File: src/rtl/multicycle_sequencer_if.sv
// Shared memory port between the sequencer and the memory.
//   mem_req   : sequencer -> memory, request pending
//   mem_we    : sequencer -> memory, write (store data phase)
//   IorD      : sequencer -> memory, 0 = PC address, 1 = ALU address
//   mem_ready : memory -> sequencer, current request completes this cycle
interface multicycle_sequencer_if;
    logic mem_req;
    logic mem_we;
    logic IorD;
    logic mem_ready;

    modport master (output mem_req, output mem_we, output IorD, input mem_ready);
    modport slave  (input mem_req, input mem_we, input IorD, output mem_ready);
endinterface

File: src/rtl/multicycle_sequencer.sv
// Control FSM for the multicycle CPU datapath. Steps each instruction through
// FETCH/DECODE/EXEC/MEM/WB and arbitrates the single memory port between
// instruction fetch and data access, trapping on illegal opcodes or when a
// memory request waits too long.
//
// Ports:
//   clk, reset_n            clock (rising edge), synchronous active-low reset
//   run                     leave IDLE and start fetching
//   Op, funct, zero         decoder fields of the current IR, ALU zero flag
//   mem                     memory handshake (master side)
//   IRWr, PCWr, PCSel       IR load, PC update and PC source select
//   RegWr, RegDst, MemToReg register file write controls
//   ALUSrc, ALUCtrl         ALU operand B select and operation
//   state                   current FSM state
//   trap, trap_cause        sticky fault flag and cause (01 illegal, 10 timeout)
//   retired                 completed instruction count (wraps)
//
// state  | meaning
// IDLE   | waiting for run
// FETCH  | instruction read from PC address
// DECODE | classify Op/funct, trap if illegal
// EXEC   | ALU op, branch/jump resolution
// MEM    | data read/write at ALU address
// WB     | register file write
// TRAP   | fault, held until reset
module multicycle_sequencer #(
    parameter int MEM_TIMEOUT = 16,
    parameter int CNT_W       = 32
) (
    input  logic                   clk,
    input  logic                   reset_n,
    input  logic                   run,
    input  logic [5:0]             Op,
    input  logic [5:0]             funct,
    input  logic                   zero,
    multicycle_sequencer_if.master mem,
    output logic                   IRWr,
    output logic                   PCWr,
    output logic [1:0]             PCSel,
    output logic                   RegWr,
    output logic [1:0]             RegDst,
    output logic [1:0]             MemToReg,
    output logic                   ALUSrc,
    output logic [2:0]             ALUCtrl,
    output logic [2:0]             state,
    output logic                   trap,
    output logic [1:0]             trap_cause,
    output logic [CNT_W-1:0]       retired
);

    typedef enum logic [2:0] {
        S_IDLE = 3'd0, S_FETCH = 3'd1, S_DECODE = 3'd2, S_EXEC = 3'd3,
        S_MEM  = 3'd4, S_WB    = 3'd5, S_TRAP   = 3'd6
    } state_t;

    typedef enum logic [3:0] {
        K_RADD, K_RSUB, K_RSLT, K_JR, K_LW, K_SW, K_J, K_JAL,
        K_BEQ, K_BNE, K_ADDI, K_XORI
    } kind_t;

    // Counter only needs to reach MEM_TIMEOUT-1; the limit cycle itself decides.
    localparam int          TW    = (MEM_TIMEOUT < 2) ? 1 : $clog2(MEM_TIMEOUT);
    localparam logic [TW-1:0] LIMIT = TW'(MEM_TIMEOUT - 1);

    state_t           state_q, state_d;
    kind_t            kind_q, kind_d, kind_dec;
    logic             legal_dec;
    logic [TW-1:0]    tmo_cnt_q, tmo_cnt_d;
    logic             trap_q, trap_d;
    logic [1:0]       cause_q, cause_d;
    logic [CNT_W-1:0] retired_q, retired_d;
    logic             timeout;

    always_comb begin
        legal_dec = 1'b1;
        kind_dec  = K_RADD;
        case (Op)
            6'h00: begin
                case (funct)
                    6'h20:   kind_dec = K_RADD;
                    6'h22:   kind_dec = K_RSUB;
                    6'h2a:   kind_dec = K_RSLT;
                    6'h08:   kind_dec = K_JR;
                    default: legal_dec = 1'b0;
                endcase
            end
            6'h23:   kind_dec = K_LW;
            6'h2b:   kind_dec = K_SW;
            6'h02:   kind_dec = K_J;
            6'h03:   kind_dec = K_JAL;
            6'h04:   kind_dec = K_BEQ;
            6'h05:   kind_dec = K_BNE;
            6'h08:   kind_dec = K_ADDI;
            6'h0e:   kind_dec = K_XORI;
            default: legal_dec = 1'b0;
        endcase
    end

    assign timeout = !mem.mem_ready && (tmo_cnt_q == LIMIT);

    always_comb begin
        state_d      = state_q;
        kind_d       = kind_q;
        trap_d       = trap_q;
        cause_d      = cause_q;
        mem.mem_req  = 1'b0;
        mem.mem_we   = 1'b0;
        mem.IorD     = 1'b0;
        IRWr         = 1'b0;
        PCWr         = 1'b0;
        PCSel        = 2'b00;
        RegWr        = 1'b0;
        RegDst       = 2'b00;
        MemToReg     = 2'b00;
        ALUSrc       = 1'b0;
        ALUCtrl      = 3'b000;

        case (state_q)
            S_IDLE: begin
                if (run) state_d = S_FETCH;
            end
            S_FETCH: begin
                mem.mem_req = 1'b1;
                if (mem.mem_ready) begin
                    IRWr    = 1'b1;
                    PCWr    = 1'b1;
                    state_d = S_DECODE;
                end else if (timeout) begin
                    state_d = S_TRAP;
                    trap_d  = 1'b1;
                    cause_d = 2'b10;
                end
            end
            S_DECODE: begin
                if (legal_dec) begin
                    kind_d  = kind_dec;
                    state_d = S_EXEC;
                end else begin
                    state_d = S_TRAP;
                    trap_d  = 1'b1;
                    cause_d = 2'b01;
                end
            end
            S_EXEC: begin
                state_d = S_FETCH;
                case (kind_q)
                    K_RADD: begin ALUCtrl = 3'b000; state_d = S_WB; end
                    K_RSUB: begin ALUCtrl = 3'b001; state_d = S_WB; end
                    K_RSLT: begin ALUCtrl = 3'b011; state_d = S_WB; end
                    K_ADDI: begin ALUCtrl = 3'b000; ALUSrc = 1'b1; state_d = S_WB; end
                    K_XORI: begin ALUCtrl = 3'b010; ALUSrc = 1'b1; state_d = S_WB; end
                    K_LW, K_SW: begin ALUCtrl = 3'b000; ALUSrc = 1'b1; state_d = S_MEM; end
                    K_BEQ: begin ALUCtrl = 3'b001; PCSel = 2'b01; PCWr = zero; end
                    K_BNE: begin ALUCtrl = 3'b001; PCSel = 2'b01; PCWr = !zero; end
                    K_J:   begin PCWr = 1'b1; PCSel = 2'b10; end
                    K_JAL: begin
                        PCWr     = 1'b1;
                        PCSel    = 2'b10;
                        RegWr    = 1'b1;
                        RegDst   = 2'b10;
                        MemToReg = 2'b10;
                    end
                    K_JR:  begin PCWr = 1'b1; PCSel = 2'b11; end
                    default: state_d = S_FETCH;
                endcase
            end
            S_MEM: begin
                mem.mem_req = 1'b1;
                mem.IorD    = 1'b1;
                mem.mem_we  = (kind_q == K_SW);
                if (mem.mem_ready) begin
                    state_d = (kind_q == K_LW) ? S_WB : S_FETCH;
                end else if (timeout) begin
                    state_d = S_TRAP;
                    trap_d  = 1'b1;
                    cause_d = 2'b10;
                end
            end
            S_WB: begin
                RegWr   = 1'b1;
                state_d = S_FETCH;
                case (kind_q)
                    K_LW:                   MemToReg = 2'b01;
                    K_RADD, K_RSUB, K_RSLT: RegDst   = 2'b01;
                    default:                RegDst   = 2'b00;
                endcase
            end
            S_TRAP: begin
            end
            default: state_d = S_IDLE;
        endcase

        // Waiting cycles accumulate only while staying in a memory state;
        // any entry into FETCH/MEM restarts from zero.
        if ((state_d == state_q) && ((state_q == S_FETCH) || (state_q == S_MEM)))
            tmo_cnt_d = tmo_cnt_q + TW'(1);
        else
            tmo_cnt_d = '0;

        retired_d = retired_q;
        if ((state_d == S_FETCH) &&
            ((state_q == S_EXEC) || (state_q == S_MEM) || (state_q == S_WB)))
            retired_d = retired_q + CNT_W'(1);
    end

    always_ff @(posedge clk) begin
        if (!reset_n) begin
            state_q   <= S_IDLE;
            kind_q    <= K_RADD;
            tmo_cnt_q <= '0;
            trap_q    <= 1'b0;
            cause_q   <= 2'b00;
            retired_q <= '0;
        end else begin
            state_q   <= state_d;
            kind_q    <= kind_d;
            tmo_cnt_q <= tmo_cnt_d;
            trap_q    <= trap_d;
            cause_q   <= cause_d;
            retired_q <= retired_d;
        end
    end

    assign state      = state_q;
    assign trap       = trap_q;
    assign trap_cause = cause_q;
    assign retired    = retired_q;

endmodule
File: src/flat_wrapper.sv
// flat-port wrapper written by rule: the top's interface ports become plain ports
module multicycle_sequencer_flat 
#(
    parameter int MEM_TIMEOUT = 16,
    parameter int CNT_W       = 32
)
  (clk, reset_n, run, Op, funct, zero, IRWr, PCWr, PCSel, RegWr, RegDst, MemToReg, ALUSrc, ALUCtrl, state, trap, trap_cause, retired, mem_mem_req, mem_mem_we, mem_IorD, mem_mem_ready);
  multicycle_sequencer_if mem_i ();
  input  logic clk;
  input  logic reset_n;
  input  logic run;
  input  logic [5:0] Op;
  input  logic [5:0] funct;
  input  logic zero;
  output logic IRWr;
  output logic PCWr;
  output logic [1:0] PCSel;
  output logic RegWr;
  output logic [1:0] RegDst;
  output logic [1:0] MemToReg;
  output logic ALUSrc;
  output logic [2:0] ALUCtrl;
  output logic [2:0] state;
  output logic trap;
  output logic [1:0] trap_cause;
  output logic [CNT_W-1:0] retired;
  output wire logic [$bits(mem_i.mem_req)-1:0] mem_mem_req;
  output wire logic [$bits(mem_i.mem_we)-1:0] mem_mem_we;
  output wire logic [$bits(mem_i.IorD)-1:0] mem_IorD;
  input wire logic [$bits(mem_i.mem_ready)-1:0] mem_mem_ready;
  assign mem_mem_req = mem_i.mem_req;
  assign mem_mem_we = mem_i.mem_we;
  assign mem_IorD = mem_i.IorD;
  assign mem_i.mem_ready = mem_mem_ready;
  multicycle_sequencer #(.MEM_TIMEOUT(MEM_TIMEOUT), .CNT_W(CNT_W)) u_core (.clk(clk), .reset_n(reset_n), .run(run), .Op(Op), .funct(funct), .zero(zero), .mem(mem_i), .IRWr(IRWr), .PCWr(PCWr), .PCSel(PCSel), .RegWr(RegWr), .RegDst(RegDst), .MemToReg(MemToReg), .ALUSrc(ALUSrc), .ALUCtrl(ALUCtrl), .state(state), .trap(trap), .trap_cause(trap_cause), .retired(retired));
endmodule
File: config.mk
export PLATFORM = sky130hd
export DESIGN_NAME = multicycle_sequencer_flat
export DESIGN_NICKNAME = d
export VERILOG_FILES = /design/src/rtl/multicycle_sequencer_if.sv /design/src/rtl/multicycle_sequencer.sv /design/src/flat_wrapper.sv
export SDC_FILE = /design/constraint.sdc
export NUM_CORES = 1
export LEC_CHECK = 0
export ABC_CLOCK_PERIOD_IN_PS = 2600
export BUFFER_PORTS_ARGS = -buffer_cell sky130_fd_sc_hd__buf_2
export CAP_MARGIN = 10
export CORE_AREA = 2 2 77 79
export CTS_CLUSTER_SIZE = 25
export DETAILED_ROUTE_END_ITERATION = 8
export DIE_AREA = 0 0 79 81
export GPL_ROUTABILITY_DRIVEN = 0
export HOLD_SLACK_MARGIN = 0.02
export PLACE_DENSITY = 0.86
export REMOVE_ABC_BUFFERS = 1
export SETUP_SLACK_MARGIN = 0.02
export SLEW_MARGIN = 20
export SYNTH_ARGS = -nofsm -noshare
export SYNTH_HDL_FRONTEND = slang
export SYNTH_SLANG_ARGS = --single-unit
export TNS_END_PERCENT = 10
File: constraint.sdc
create_clock -name clk -period 2.6 [get_ports clk]
set_input_delay 0 -clock clk [delete_from_list [all_inputs] [get_ports clk]]
set_output_delay 0 -clock clk [all_outputs]
set_load 0.03 [all_outputs]
[Word level (Yosys, flattened, before mapping)]
Index checks and enable logic that the tools add are counted.
Storage, ports and cells
  flip-flop bits (word level): 46
  output and inout bits: 54
  logic and storage cells: 109
Cells by class
  add/sub/neg operators: 2
  eq/ne operators: 35
  multiplexer cells: 40
  reductions and logical operators: 26
Operator list (number)
  $pmux W4 S9: 1
  $add A32 B1 Y32 const B: 1
  $eq A6 B6 Y1 const B: 5
  $mux W3: 7
  $pmux W3 S7: 1
  $eq A4 B4 Y1 const B: 5
  $eq A6 B4 Y1 const B: 3
  $pmux W2 S3: 3
  $eq A4 B3 Y1 const B: 4
  $mux W1: 14
  $eq A6 B2 Y1 const B: 2
  $eq A6 B3 Y1 const B: 2
  $pmux W2 S2: 3
  $mux W2: 5
  $eq A3 B3 Y1 const B: 3
  $reduce_or A3 Y1: 3
  $eq A4 B2 Y1 const B: 2
  $pmux W1 S2: 4
  $reduce_or A2 Y1: 4
  $reduce_or A4 Y1: 2
  $reduce_or A8 Y1: 1
  $eq A3 B1 Y1 const B: 2
  $eq A3 B2 Y1 const B: 2
  $logic_not A6 Y1: 1
  other kinds (16): 23

[Longest topological paths before layout]
Gate-level depths: netlist of the first run.
  word-level depth: 9
  mapped depth: 8

[Worst setup path after synthesis of the first run]
Ideal clock, no wire load.
  path type: register to output
  from: reg u_core.state_q[2], in the netlist u_core.state[2]
  to: out RegWr
  arrival time: 2411 ps
  data required time: 2600 ps
  slack: 189 ps
  stages on the path, launching flop included: 5
  buffers on the path: 1
  cell sequence: dfxtp_1 > buf_2 > nand3b_4 > nor4b_1 > nand2b_1
Between the ends
  longest elaborated chain between the ends: 2
  elaborated cells between the ends (all ways): 3
  those cells by class: 2 x eq/ne; 1 x mux
RTL lines
  start, declared: RTL line multicycle_sequencer.sv:65  | state_t state_q, state_d;
  start signal, assigned: RTL line multicycle_sequencer.sv:215  | state_q <= state_d;
  $eq A3 B3 Y1 or $eq A3 B2 Y1 (tied branches): RTL line multicycle_sequencer.sv:118  | case (state_q)
  $pmux W1 S2 (*): RTL line multicycle_sequencer.sv:118
  end, declared: RTL line flat_wrapper.sv:18  | output logic RegWr;
Mark *: on every way between the ends. The rest lies on a longest branch, timed or not.

[Worst setup path after layout of the first run]
  from: reg u_core.state_q[0], in the netlist u_core.state[0]
  to: reg u_core.retired_q[10], in the netlist u_core.retired[10]
Between the ends
  longest elaborated chain between the ends: 5
  elaborated cells between the ends (all ways): 16
  those cells by class: 7 x eq/ne; 5 x mux; 4 x reduce/logical
RTL lines
  $mux W3: RTL line multicycle_sequencer.sv:128, multicycle_sequencer.sv:173
  $mux W3 (on tied branches): RTL line multicycle_sequencer.sv:171, multicycle_sequencer.sv:124
  $pmux W3 S7: RTL line multicycle_sequencer.sv:118
  $eq A3 B1 Y1: RTL line multicycle_sequencer.sv:201  | if ((state_d == S_FETCH) &&
  $logic_and A1 B1 Y1 (*): RTL line multicycle_sequencer.sv:201
  end signal, assigned: RTL line multicycle_sequencer.sv:220  | retired_q <= retired_d;
  end, declared: RTL line multicycle_sequencer.sv:71  | logic [CNT_W-1:0] retired_q, retired_d;
Marks and branches as above.
A chain may end at the register's enable or synchronous reset.

==> out/results.txt, run 1 <==
The final layout contains 430 nets. Summing all flip-flop and latch instances after layout gives 921 um2. The count of warnings emitted by yosys was 0; the unique cell type count in the Yosys netlist was 60. The die covers 0.00640 mm2. The analysis attributes to cell leakage a power of 1.32 nW. The worst hold path was traced through 4 stages. In this run, placement finished with an instance count of 479. Among cell families on the critical path, the largest total delay comes from compound AO/OA/AOI/OAI gates. The run gives 4 as the first-pass iteration count of the detailed router. After Yosys synthesis, full adders, half adders and majority gates account for 0.864% of the synthesized area.

The critical path goes through buf_4 -> nand3b_4 -> o32ai_4 -> o21ai_2 -> or4_1 -> a21oi_1. The switching part of the total was 27.6%. The critical path is of the reg -> reg type. The biggest area contributor in the post-synthesis netlist is dfxtp_1.

The share of async-settable or async-resettable flops after synthesis is 0%. Pin placement for this block handled 71 I/O pins. The number of pins with negative max-slew slack in the final report was 0.

The simple logic cell fraction of the synthesized area works out to 32.0%. Once the floorplan was initialized, standard cells occupied 51.1% of the core. The top cell types in the final layout, fill and taps aside, are buf_2, dfxtp_1, nor2_1.

Setup slack on the worst reg-to-reg path comes out at 0.23 ns. Number of antenna violations at the first check in global routing: 0. The average cell area after synthesis was 8.30 um2; the worst supply voltage drop on vdd was 0.000235 V.

The run finished with clean final reports. The tools report the critical path arrival as 2.61 ns. Entering global routing, the biggest net connects 28 pins. The logs give 7220 um for the total wire length and 0 for the setup-violating endpoint count in the final report.

The final critical path takes up 91.2% of the cycle. The xor and xnor fraction of the mapped netlist area is 4.23%. The worst-path cell with the longest stage delay is dfxtp_1. The internal portion of total power is 0.000997 W. The HPWL after detailed placement is 5350 um. Largest family of logic cells by synthesized area: simple AND/OR/NAND/NOR gates. Total number of placement rows: 28. The via density per instance works out to 6.05. Headroom to the max-slew limit came out at 58.7%. Excluding fillers, the count of instances in the completed layout stands at 487. The depth of the most critical reg-to-reg path is 6, and the share of the synthesized area in the top cell type is 31.8%.

The synthesized area was 0.00290 mm2; the post-layout minimum cycle time was 2.37 ns. The type of element capturing the critical path was a flop. In the final layout, the multi-input gates occupy 0.00182 mm2. Clock latency on the worst-skew pair, taken at its later pin, is 0.30 ns. After detailed routing, the average wire length per cell comes to 14.8 um.

The die is 81 um tall. The critical path crosses 6 cells after its start point. The clock tree synthesis step divided the H-tree into 2 levels. The leading cell type in the layout, fill and taps excluded is buf_2. TritonCTS built the clock tree. The first routing iteration left 173 violations.

The sum of buffers and inverters on the critical path was 1; the clock share of power was 32.9%. The overall power came out at 0.00138 W. In the routed design, unresolved DRC markers number 0. For the worst setup path, the data required time is 2.84 ns. The max-cap violation count came out at 0.

Sorting the synthesized cells by area gives the leading types as dfxtp_1, nor2_1, nand2b_1. The clock edge transition at the registers on the reported setup and hold paths came out at 0.09 ns. The logs give 59.4% for the post-layout utilization of the core and 11600 um for the wire length of the first global-routing pass.

The slew at the pin with the worst max-slew slack came out at 0.620 ns. Once the clock tree was built, the resizer swapped 0 gates to a different size. The area growth from synthesis to final layout works out to 16.3%.

The share of post-route cells with drive strength above 1 was 23.5%; the number of port buffers was 69. Once the clock tree was built, the setup fixing pass inserted 0 buffers. The run gives 2945 as the vias after detailed routing.

Measured against the total synthesized area, the mux share comes to 2.46%. The number of diodes was 0; the number of global-route vias before repair was 2607. The master cell of the clock root buffer was clkbuf_8. The sequential fraction of design power was 52.7%; the total count of hold-check failures in the final report was 0. The placeable core region is 0.00568 mm2, and the worst clock skew is 0.00680 ns. The count of mapped cells out of synthesis was 349. In this run the worst hold path is classified as in -> reg. The number of clock buffers added by TritonCTS is 5. The total routing usage reported by global routing was 22.4%; the maximum buffer depth of the clock tree was 2. Setup repair after global routing left no endpoint under its margin. Global routing finished with a remaining overflow of 0. For this design, the CTS-stage hold fixing added 0 buffers.

Combinational logic burns 14.4% of the power. For this run, the top clock speed supported by timing is 422 MHz. The floorplan step set the die width to 79 um. Of all nets on the critical path, the largest fanout is 14. The critical path's largest stage delay is 0.57 ns. Fill cells in the final layout number 521. In this run the power density over the cells is 409 mW/mm2. The sequential cell area fraction in the yosys report is 31.8%, and the number of register bits inferred by synthesis is 46. The tools report the reported net switching power as 0.000380 W.

Critical path launch point type: a flop. Counting flops with a built-in enable in the synthesized netlist gives 0. The most used flip-flop cell after synthesis is dfxtp_1. Clock tree synthesis found a total of 46 sinks.

Once detail routing completed, the nets flagged for antenna violations numbered 0. Fraction of the mapped netlist area in compound gates: 23.1%.
## metrics by stage
| step | instance area [um2] | TNS (ns) | hold slack [ns] | worst slack (ns) |
|---|---|---|---|---|
| after global placement | 3280 | 0 | 0.411 | 0.375 |
| final | 3370 | 0 | 0.108 | 0.229 |
| after global routing | 3370 | 0 | 0.139 | 0.134 |
| after floorplan | 2780 | -1.54 | 0.116 | -0.815 |
| after detailed placement | 3280 | 0 | 0.420 | 0.296 |
| after CTS | 3370 | 0 | 0.108 | 0.255 |
## power groups by stage
stage	registers (W)	clock network [W]	logic, W
5_1_grt	0.000727	0.000488	0.000214
3_5_place_dp	0.000743	0	0.000196
3_3_place_gp	0.000741	0	0.000191
2_1_floorplan	0.000760	0	0.000105
6_report	0.000726	0.000453	0.000199
4_1_cts	0.000726	0.000460	0.000197
## layer usage
| metal | global-route usage [%] | up-vias | wire [um] |
|---|---|---|---|
| met2 | 38.4 | 86 | 3600 |
| met1 | 27.5 | 1405 | 3130 |
| met4 | 9.83 | 0 | 156 |
| li1 | - | 1435 | - |
| met5 | 0 | - | 0 |
| met3 | 4.33 | 19 | 324 |
## worst reg2reg max path: stages, from the launching register on
cell      delay [ns]
dfxtp_1         0.57
buf_4           0.21
nand3b_4        0.12
o32ai_4         0.43
o21ai_2         0.27
or4_1           0.55
a21oi_1         0.16
## flip-flops by register name, indices dropped and copies added (netlist names)
signal,flops
u_core.trap_cause,2
u_core.tmo_cnt_q,4
u_core.state,3
u_core.kind_q,4
u_core.trap,1
u_core.retired,32
## final timing paths
check | end | start
max | u_core.retired[10]$_SDFFE_PN0P_ | u_core.state[0]$_SDFF_PN0_
min | u_core.kind_q[3]$_SDFFE_PN0P_ | Op[4]
max reg2reg | u_core.retired[10]$_SDFFE_PN0P_ | u_core.state[0]$_SDFF_PN0_
min reg2reg | u_core.tmo_cnt_q[0]$_SDFF_PN0_ | u_core.tmo_cnt_q[0]$_SDFF_PN0_
## layout make-up
type                       instances  share of cell area (%)
tap                               75                    2.78
sequential                        46                    27.3
inverter                          10                    1.11
multi-input combinational        271                    54.0
clock inverter                     1                   0.149
timing repair buffer              77                    12.0
clock buffer                       7                    2.56
## cells in the mapped netlist (2+ instances only)
library cell  instances
a21oi_1              20
and2_1                4
and3_1                4
and4_1                5
buf_2                 5
buf_4                 6
clkbuf_1             10
dfxtp_1              46
ha_1                  2
inv_1                10
mux2i_1               6
nand2_1              28
nand2b_1             17
nand3_1              15
nand3b_1              2
nand4_1               7
nand4b_1              5
nor2_1               36
nor2b_1               4
nor3_1                7
nor4_1                5
nor4b_1               6
o2111ai_1             2
o211ai_1              6
o21a_1                5
o21ai_0               6
o21ai_2               2
o22ai_1               2
o311ai_0              3
o31ai_1               8
o32a_1                3
o41ai_1              10
or2_2                 2
or3_1                 4
or4_1                 9
xnor2_1               5
xor2_1                9
## cells by family (layout without fill, tap and decap cells)
logic type               after synthesis  in the layout
XOR/XNOR                              14             14
AND/OR/NAND/NOR                      165            165
buffers and inverters                 32             95
AO/OA/AOI/OAI                         82             82
flip-flops                            46             46
adder cells (fa/ha/maj)                2              2
multiplexers                           7              7
other                                  1              1
Note: power is estimated with default switching activity, not from simulation.
==> run 2: changes to the inputs <==
Settings changed: ABC_CLOCK_PERIOD_IN_PS 2600 to 2029, CORE_AREA 2 2 77 79 to 2 2 80 82, DIE_AREA 0 0 79 81 to 0 0 82 84, PLACE_DENSITY 0.86 to 0.84.
Clock period 2.6 ns to 2.03 ns, I/O delays scaled along.
==> run 2 against run 1 <==
Worst setup slack got worse by 0.18 ns. Die area up 7.6%. Final area rose by 7.4%. Sequential power rose by 28%. Clock-buffer cell count unchanged. First-iteration DRC count down 23%. Via count rose by 3.3%. Sequential cell count is the same. Register-to-register slack got worse by 0.18 ns. Sequential share of layout area is 1.8 points lower. Global-route usage rose by 0.22 points. Maximum frequency rose by 20%.
==> out/results.txt, run 2 (same netlist as run 1, synthesis figures left out) <==
The slack of the worst reg-to-reg path is 0.05 ns (was 0.23 ns). The logs give 29 (was 28) for the total number of placement rows and 543 (was 521) for the number of fill cells in the layout. The setup-violating endpoint count in the final report was 0 (unchanged); the total setup buffers inserted after CTS was 0 (unchanged). The remaining number of nets flagged by the antenna check after routing came out at 0 (unchanged). The startpoint of the worst register-to-register path is u_core.kind_q[2]$_SDFFE_PN0P_ (was u_core.state[0]$_SDFF_PN0_). The first-pass iteration count of the detailed router was 5 (was 4); the HPWL after detailed placement was 5740 um (was 5350 um). The remaining design rule violation count was 0 (unchanged); the number of port buffers was 69 (unchanged). Area growth from synthesis to final layout: 24.9% (was 16.3%). The capture point of the worst reg-to-reg path was u_core.retired[28]$_SDFFE_PN0P_ (was u_core.retired[10]$_SDFFE_PN0P_). The minimum setup slack in the final design is 0.0468 ns (was 0.229 ns). The run finished with clean final reports.

The cell count of the worst hold path was 4 (unchanged); the initial cell density of the core was 47.5% (was 51.1%). The maximum number of pins on one net before global-route repair is 28 (unchanged). The wire length of the first global-routing pass was 12400 um (was 11600 um); the sum of overflow across all layers after global routing was 0 (unchanged).

The flip-flop count of the largest register, all copies and words added works out to 32 (unchanged). The average wire per standard cell came out at 15.1 um (was 14.8 um). The total wire length is 7760 um (was 7220 um), and the total count of hold-check failures in the final report is 0 (unchanged). Slew at the pin with the worst max-slew slack: 0.588 ns (was 0.620 ns). The leading cell type in the layout, fill and taps excluded was buf_2 (unchanged). The number of antenna violations at the first check in global routing was 0 (unchanged); the number of pins with negative max-slew slack in the final report was 0 (unchanged). The tools report the worst clock skew as 0.00830 ns (was 0.00680 ns). The number of diodes is 0 (unchanged). The placement-stage worst setup slack is -0.0223 ns (was 0.296 ns), and the depth of the most critical reg-to-reg path is 6 (unchanged). The tools report the max-cap violation count as 0 (unchanged). The type of element capturing the critical path is a flop (unchanged).

The vertical die dimension was 84 um (was 81 um); the maximum buffer depth of the clock tree was 2 (unchanged). The final clock period utilization by the worst path came out at 97.7% (was 91.2%). For the boundary pin count, the log shows 71 (unchanged). The kind of critical path was reg -> reg (unchanged). The leakage power summed over all cells is 1.45 nW (was 1.32 nW), and the post-layout utilization of the core is 59.4% (about the same).

The overall power came out at 0.00183 W (was 0.00138 W). The number of buffers created by CTS is 5 (unchanged). The total number of clock tree sinks was 46 (unchanged); the data required time at the worst endpoint was 2.20 ns (was 2.84 ns). Setup repair after global routing could not meet its margin everywhere. The share of post-route cells with drive strength above 1 works out to 30.6% (was 23.5%).

The cell count after placement was 504 (was 479); the post-layout minimum cycle time was 1.98 ns (was 2.37 ns). The tools report the maximum level of the CTS H-tree as 2 (unchanged). The die outline width came out at 82 um (was 79 um). The worst min-delay path endpoint was u_core.kind_q[3]$_SDFFE_PN0P_ (unchanged). The via density per instance came out at 5.94 (was 6.05).

The vias after detailed routing came out at 3041 (was 2945). The startpoint of the tightest hold check path was Op[4] (unchanged). The area of the die was 0.00689 mm2 (was 0.00640 mm2); the number of global-route vias before repair was 2764 (was 2607).

The logs give 22.6% (was 22.4%) for the total routing usage reported by global routing and 0.00610 mm2 (was 0.00568 mm2) for the placeable core region. The critical path arrival was 2.16 ns (was 2.61 ns); the insertion delay of the later-clocked pin in the worst-skew pair was 0.30 ns (about the same). The highest attainable clock frequency came out at 504 MHz (was 422 MHz).

TritonCTS built the clock tree. The clock edge transition at the registers on the reported setup and hold paths came out at 0.09 ns (about the same). The master cell of the clock root buffer was clkbuf_8 (unchanged). Most frequent cells in the layout: buf_2, dfxtp_1, nor2_1 (unchanged). Worst hold path class: in -> reg (unchanged). The worst supply voltage drop on vdd came out at 0.000400 V (was 0.000235 V).

The number of DRC violations after detailed-routing iteration 0 is 133 (was 173). The tools report the critical path launch point type as a flop (unchanged). The maximum fanout count along the critical path was 6 (was 14).

The headroom to the max-slew limit came out at 60.5% (was 58.7%). The net total in the final layout was 453 (was 430); the power density over the cells was 504 mW/mm2 (was 409 mW/mm2). Number of cells in the finished layout apart from fillers: 512 (was 487).
run 2: changes by cell type in the layout (fill, tap and decap cells not counted), moves of 2 or more:
cell / previous run / this run
buf_4: 8 / 30
dfxtp_1: 46 / 42
dfxtp_2: 0 / 4
nor4_1: 5 / 3
nor4_2: 0 / 2
run 2: per-layer routing:
metal  vias up  track usage [%]  routed length [um]
li1       1478                -                   -
met1      1441             28.5                3310
met2       112             37.0                3860
met3        10             5.30                 501
met4         0             8.33                  82
met5         -                0                   0
run 2: area by class of cell:
cell class,instances,area [um2],area share [%]
Clock buffer,7,96.3,2.66
Clock inverter,1,8.76,0.242
Inverter,10,37.5,1.04
Multi-Input combinational cell,271,1860,51.5
Sequential cell,46,926,25.6
Tap cell,77,96.3,2.66
Timing Repair Buffer,100,591,16.3
run 2: critical path: stages, from the launching register on:
cell and delay, ns:
dfxtp_1 0.38, and3b_4 0.24, o21ba_4 0.20, a221o_1 0.34
buf_4 0.19, o311ai_0 0.35, o41ai_1 0.16
run 2: what timing repair did:
| action | 4_1_cts | 5_1_grt |
|---|---|---|
| pin swaps | 0 | 2 |
| hold buffers | 0 | 0 |
| endpoints found under the setup margin | 2 | 20 |
| gates resized for setup | 2 | 11 |
run 2: worst max-delay path by stage:
stage	startpoint	endpoint	slack, ns	cells past startpoint
after floorplan	u_core.state[1]$_SDFF_PN0_	RegWr	-1.39	3
after global placement	u_core.kind_q[3]$_SDFFE_PN0P_	u_core.retired[13]$_SDFFE_PN0P_	0.14	6
after detailed placement	u_core.state[1]$_SDFF_PN0_	u_core.retired[28]$_SDFFE_PN0P_	-0.02	6
after CTS	u_core.kind_q[3]$_SDFFE_PN0P_	u_core.retired[28]$_SDFFE_PN0P_	0.03	6
after global routing	u_core.state[2]$_SDFF_PN0_	u_core.retired[25]$_SDFFE_PN0P_	-0.04	7
final	u_core.kind_q[2]$_SDFFE_PN0P_	u_core.retired[28]$_SDFFE_PN0P_	0.05	6
run 2: power by group:
part	internal (W)	total, W	switching [W]
Clock	0.000312	0.000624	0.000312
Sequential	0.000914	0.000930	0.0000160
Combinational	0.000102	0.000272	0.000170
run 2: per-stage QoR:
step / setup TNS, ns / instance area (um2) / hold slack [ns]
3_3_place_gp: 0 / 3470 / 0.416
3_5_place_dp: -0.0223 / 3470 / 0.414
4_1_cts: 0 / 3570 / 0.106
6_report: 0 / 3620 / 0.109
2_1_floorplan: -8.83 / 2780 / 0.116
5_1_grt: -0.110 / 3620 / 0.127
==> run 3: changes to the inputs <==
Settings changed: REMOVE_ABC_BUFFERS 1 to not set.
==> run 3 against run 2 <==
Largest cell class unchanged. Maximum frequency rose by 1.5%. Critical path type unchanged. Final cell count increased by 0.98%. Global-route usage rose by 0.26 points.
==> out/results.txt, run 3 (same netlist as run 1, synthesis figures left out) <==
For the highest attainable clock frequency, the log shows 512 MHz (was 504 MHz). The clock edge transition at the registers on the reported setup and hold paths came out at 0.09 ns (about the same). The total routing usage reported by global routing is 22.9% (was 22.6%). The worst supply voltage drop on vdd is 0.000371 V (was 0.000400 V), and the sum of overflow across all layers after global routing is 0 (unchanged). The run gives 0 (unchanged) as the number of pins with negative max-slew slack in the final report. The logs give 0.00610 mm2 (unchanged) for the placeable core region and 0.30 ns (about the same) for the insertion delay of the later-clocked pin in the worst-skew pair. Maximum buffer depth of the clock tree: 2 (unchanged).

Setup repair after global routing could not meet its margin everywhere. The capture point of the worst reg-to-reg path was u_core.retired[13]$_SDFFE_PN0P_ (was u_core.retired[28]$_SDFFE_PN0P_). Critical path launch point type: a flop (unchanged). The area growth from synthesis to final layout was 25.6% (was 24.9%). Worst clock skew: 0.00566 ns (was 0.00830 ns). The start point of the critical path is u_core.kind_q[1]$_SDFFE_PN0P_ (was u_core.kind_q[2]$_SDFFE_PN0P_). The vertical die dimension works out to 84 um (unchanged). For the boundary pin count, the log shows 71 (unchanged).

Number of diodes: 0 (unchanged). The run gives 0 (unchanged) as the number of antenna violations at the first check in global routing. The run finished with clean final reports. The run gives 0 (unchanged) as the remaining design rule violation count. The leading cell type in the layout, fill and taps excluded is buf_2 (unchanged).

The final clock period utilization by the worst path is 96.3% (was 97.7%), and the average wire per standard cell is 14.9 um (was 15.1 um). TritonCTS built the clock tree. The slew at the pin with the worst max-slew slack was 0.534 ns (was 0.588 ns). The remaining number of nets flagged by the antenna check after routing came out at 0 (unchanged). The wire length of the first global-routing pass was 12700 um (was 12400 um); the number of buffers created by CTS was 5 (unchanged). The data required time at the worst endpoint is 2.22 ns (was 2.20 ns), and the cell count of the worst hold path is 4 (unchanged). The headroom to the max-slew limit is 64.1% (was 60.5%).

The number of DRC violations after detailed-routing iteration 0 was 297 (was 133); the net total in the final layout was 458 (was 453). The maximum fanout count along the critical path is 7 (was 6). The slack of the worst reg-to-reg path is 0.08 ns (was 0.05 ns).

The master cell of the clock root buffer was clkbuf_8 (unchanged). The initial cell density of the core came out at 47.5% (unchanged). The startpoint of the worst register-to-register path was u_core.kind_q[1]$_SDFFE_PN0P_ (was u_core.kind_q[2]$_SDFFE_PN0P_).

Worst hold path class: in -> reg (unchanged). The depth of the most critical reg-to-reg path was 6 (unchanged). The tools report the total number of placement rows as 29 (unchanged). The number of buffers added to fix hold violations after cts was 0 (unchanged); the share of post-route cells with drive strength above 1 was 31.1% (was 30.6%). Total count of hold-check failures in the final report: 0 (unchanged). Area of the die: 0.00689 mm2 (unchanged). Power density over the cells: 488 mW/mm2 (was 504 mW/mm2). The logs give 5810 um (was 5740 um) for the HPWL after detailed placement and 3058 (was 3041) for the vias after detailed routing.

The startpoint of the tightest hold check path was Op[4] (unchanged). The tools report the total number of clock tree sinks as 46 (unchanged). The via density per instance is 5.91 (was 5.94), and the setup total negative slack is 0 ns (unchanged). Most frequent cells in the layout: buf_2, dfxtp_1, nor2_1 (unchanged).

For the maximum level of the CTS H-tree, the log shows 2 (unchanged). For the setup-violating endpoint count in the final report, the log shows 0 (unchanged). For the max-cap violation count, the log shows 0 (unchanged). Synthesis produced a netlist with a net count of 368. Type of element capturing the critical path: a flop (unchanged). The number of global-route vias before repair came out at 2804 (was 2764). The kind of critical path is reg -> reg (unchanged).

The die outline width is 82 um (unchanged), and the maximum number of pins on one net before global-route repair is 28 (unchanged). The total wire length came out at 7700 um (was 7760 um). The flip-flop count of the largest register, all copies and words added came out at 32 (unchanged). The post-layout minimum cycle time was 1.95 ns (was 1.98 ns); the overall power was 0.00177 W (was 0.00183 W).

The number of port buffers was 69 (unchanged); the critical path arrival was 2.15 ns (was 2.16 ns). The leakage power summed over all cells came out at 1.47 nW (was 1.45 nW). For the first-pass iteration count of the detailed router, the log shows 5 (unchanged). The worst min-delay path endpoint was u_core.kind_q[3]$_SDFFE_PN0P_ (unchanged).
==> run 3: area by class of cell <==
| class | instances | area (um2) |
|---|---|---|
| tap | 77 | 96.3 |
| inverter | 10 | 37.5 |
| multi-input combinational | 271 | 1850 |
| clock inverter | 2 | 13.8 |
| fill | 543 | 2460 |
| clock buffer | 6 | 72.6 |
| timing repair buffer | 105 | 641 |
| sequential | 46 | 928 |
==> run 3: stage by stage <==
step                      utilization (%)  cell area (um2)  setup WS, ns  cells  hold slack (ns)
after global placement               57.4             3500        0.0736    506            0.418
after floorplan                         -             2900        -0.313    349            0.203
after detailed placement             57.4             3500        0.0134    506            0.430
final                                59.7             3640        0.0757    517            0.109
after global routing                 59.7             3640       0.00300    517            0.142
after CTS                            58.9             3590       0.00473    514            0.114
==> run 3: worst max-delay path by stage <==
stage / cells past startpoint / slack (ns) / end
detailed placement: 6 / 0.01 / u_core.retired[30]$_SDFFE_PN0P_
global route: 6 / 0.003 / u_core.retired[15]$_SDFFE_PN0P_
floorplan: 4 / -0.31 / PCWr
CTS: 6 / 0.005 / u_core.retired[30]$_SDFFE_PN0P_
finish: 6 / 0.08 / u_core.retired[13]$_SDFFE_PN0P_
global placement: 6 / 0.07 / u_core.retired[26]$_SDFFE_PN0P_
==> run 3: power breakdown <==
part           total, W  switching, W  internal, W
registers      0.000930     0.0000154     0.000914
clock network  0.000566      0.000322     0.000244
logic          0.000279      0.000175     0.000104
==> run 3: layer usage <==
metal	part of all wire, %	GRT usage (%)	vias to the layer above
li1	-	-	1492
met1	44	30.1	1429
met2	48	37.4	119
met3	5.8	3.03	18
met4	2.4	8.94	0
met5	0	0	-
==> run 3: what timing repair did <==
action / in CTS / in global routing
gates cloned: 0 / 0
pin swaps: 0 / 5
gates resized for setup: 2 / 11
setup endpoints to repair: 3 / 23
setup buffers: 0 / 3
==> run 3: worst max-delay path, cell delays in order, from the launching register on <==
cell	delay, ns
dfxtp_2	0.37
or3b_4	0.42
o32a_1	0.42
buf_4	0.19
o2111ai_1	0.23
xor2_1	0.17
nor2_1	0.05
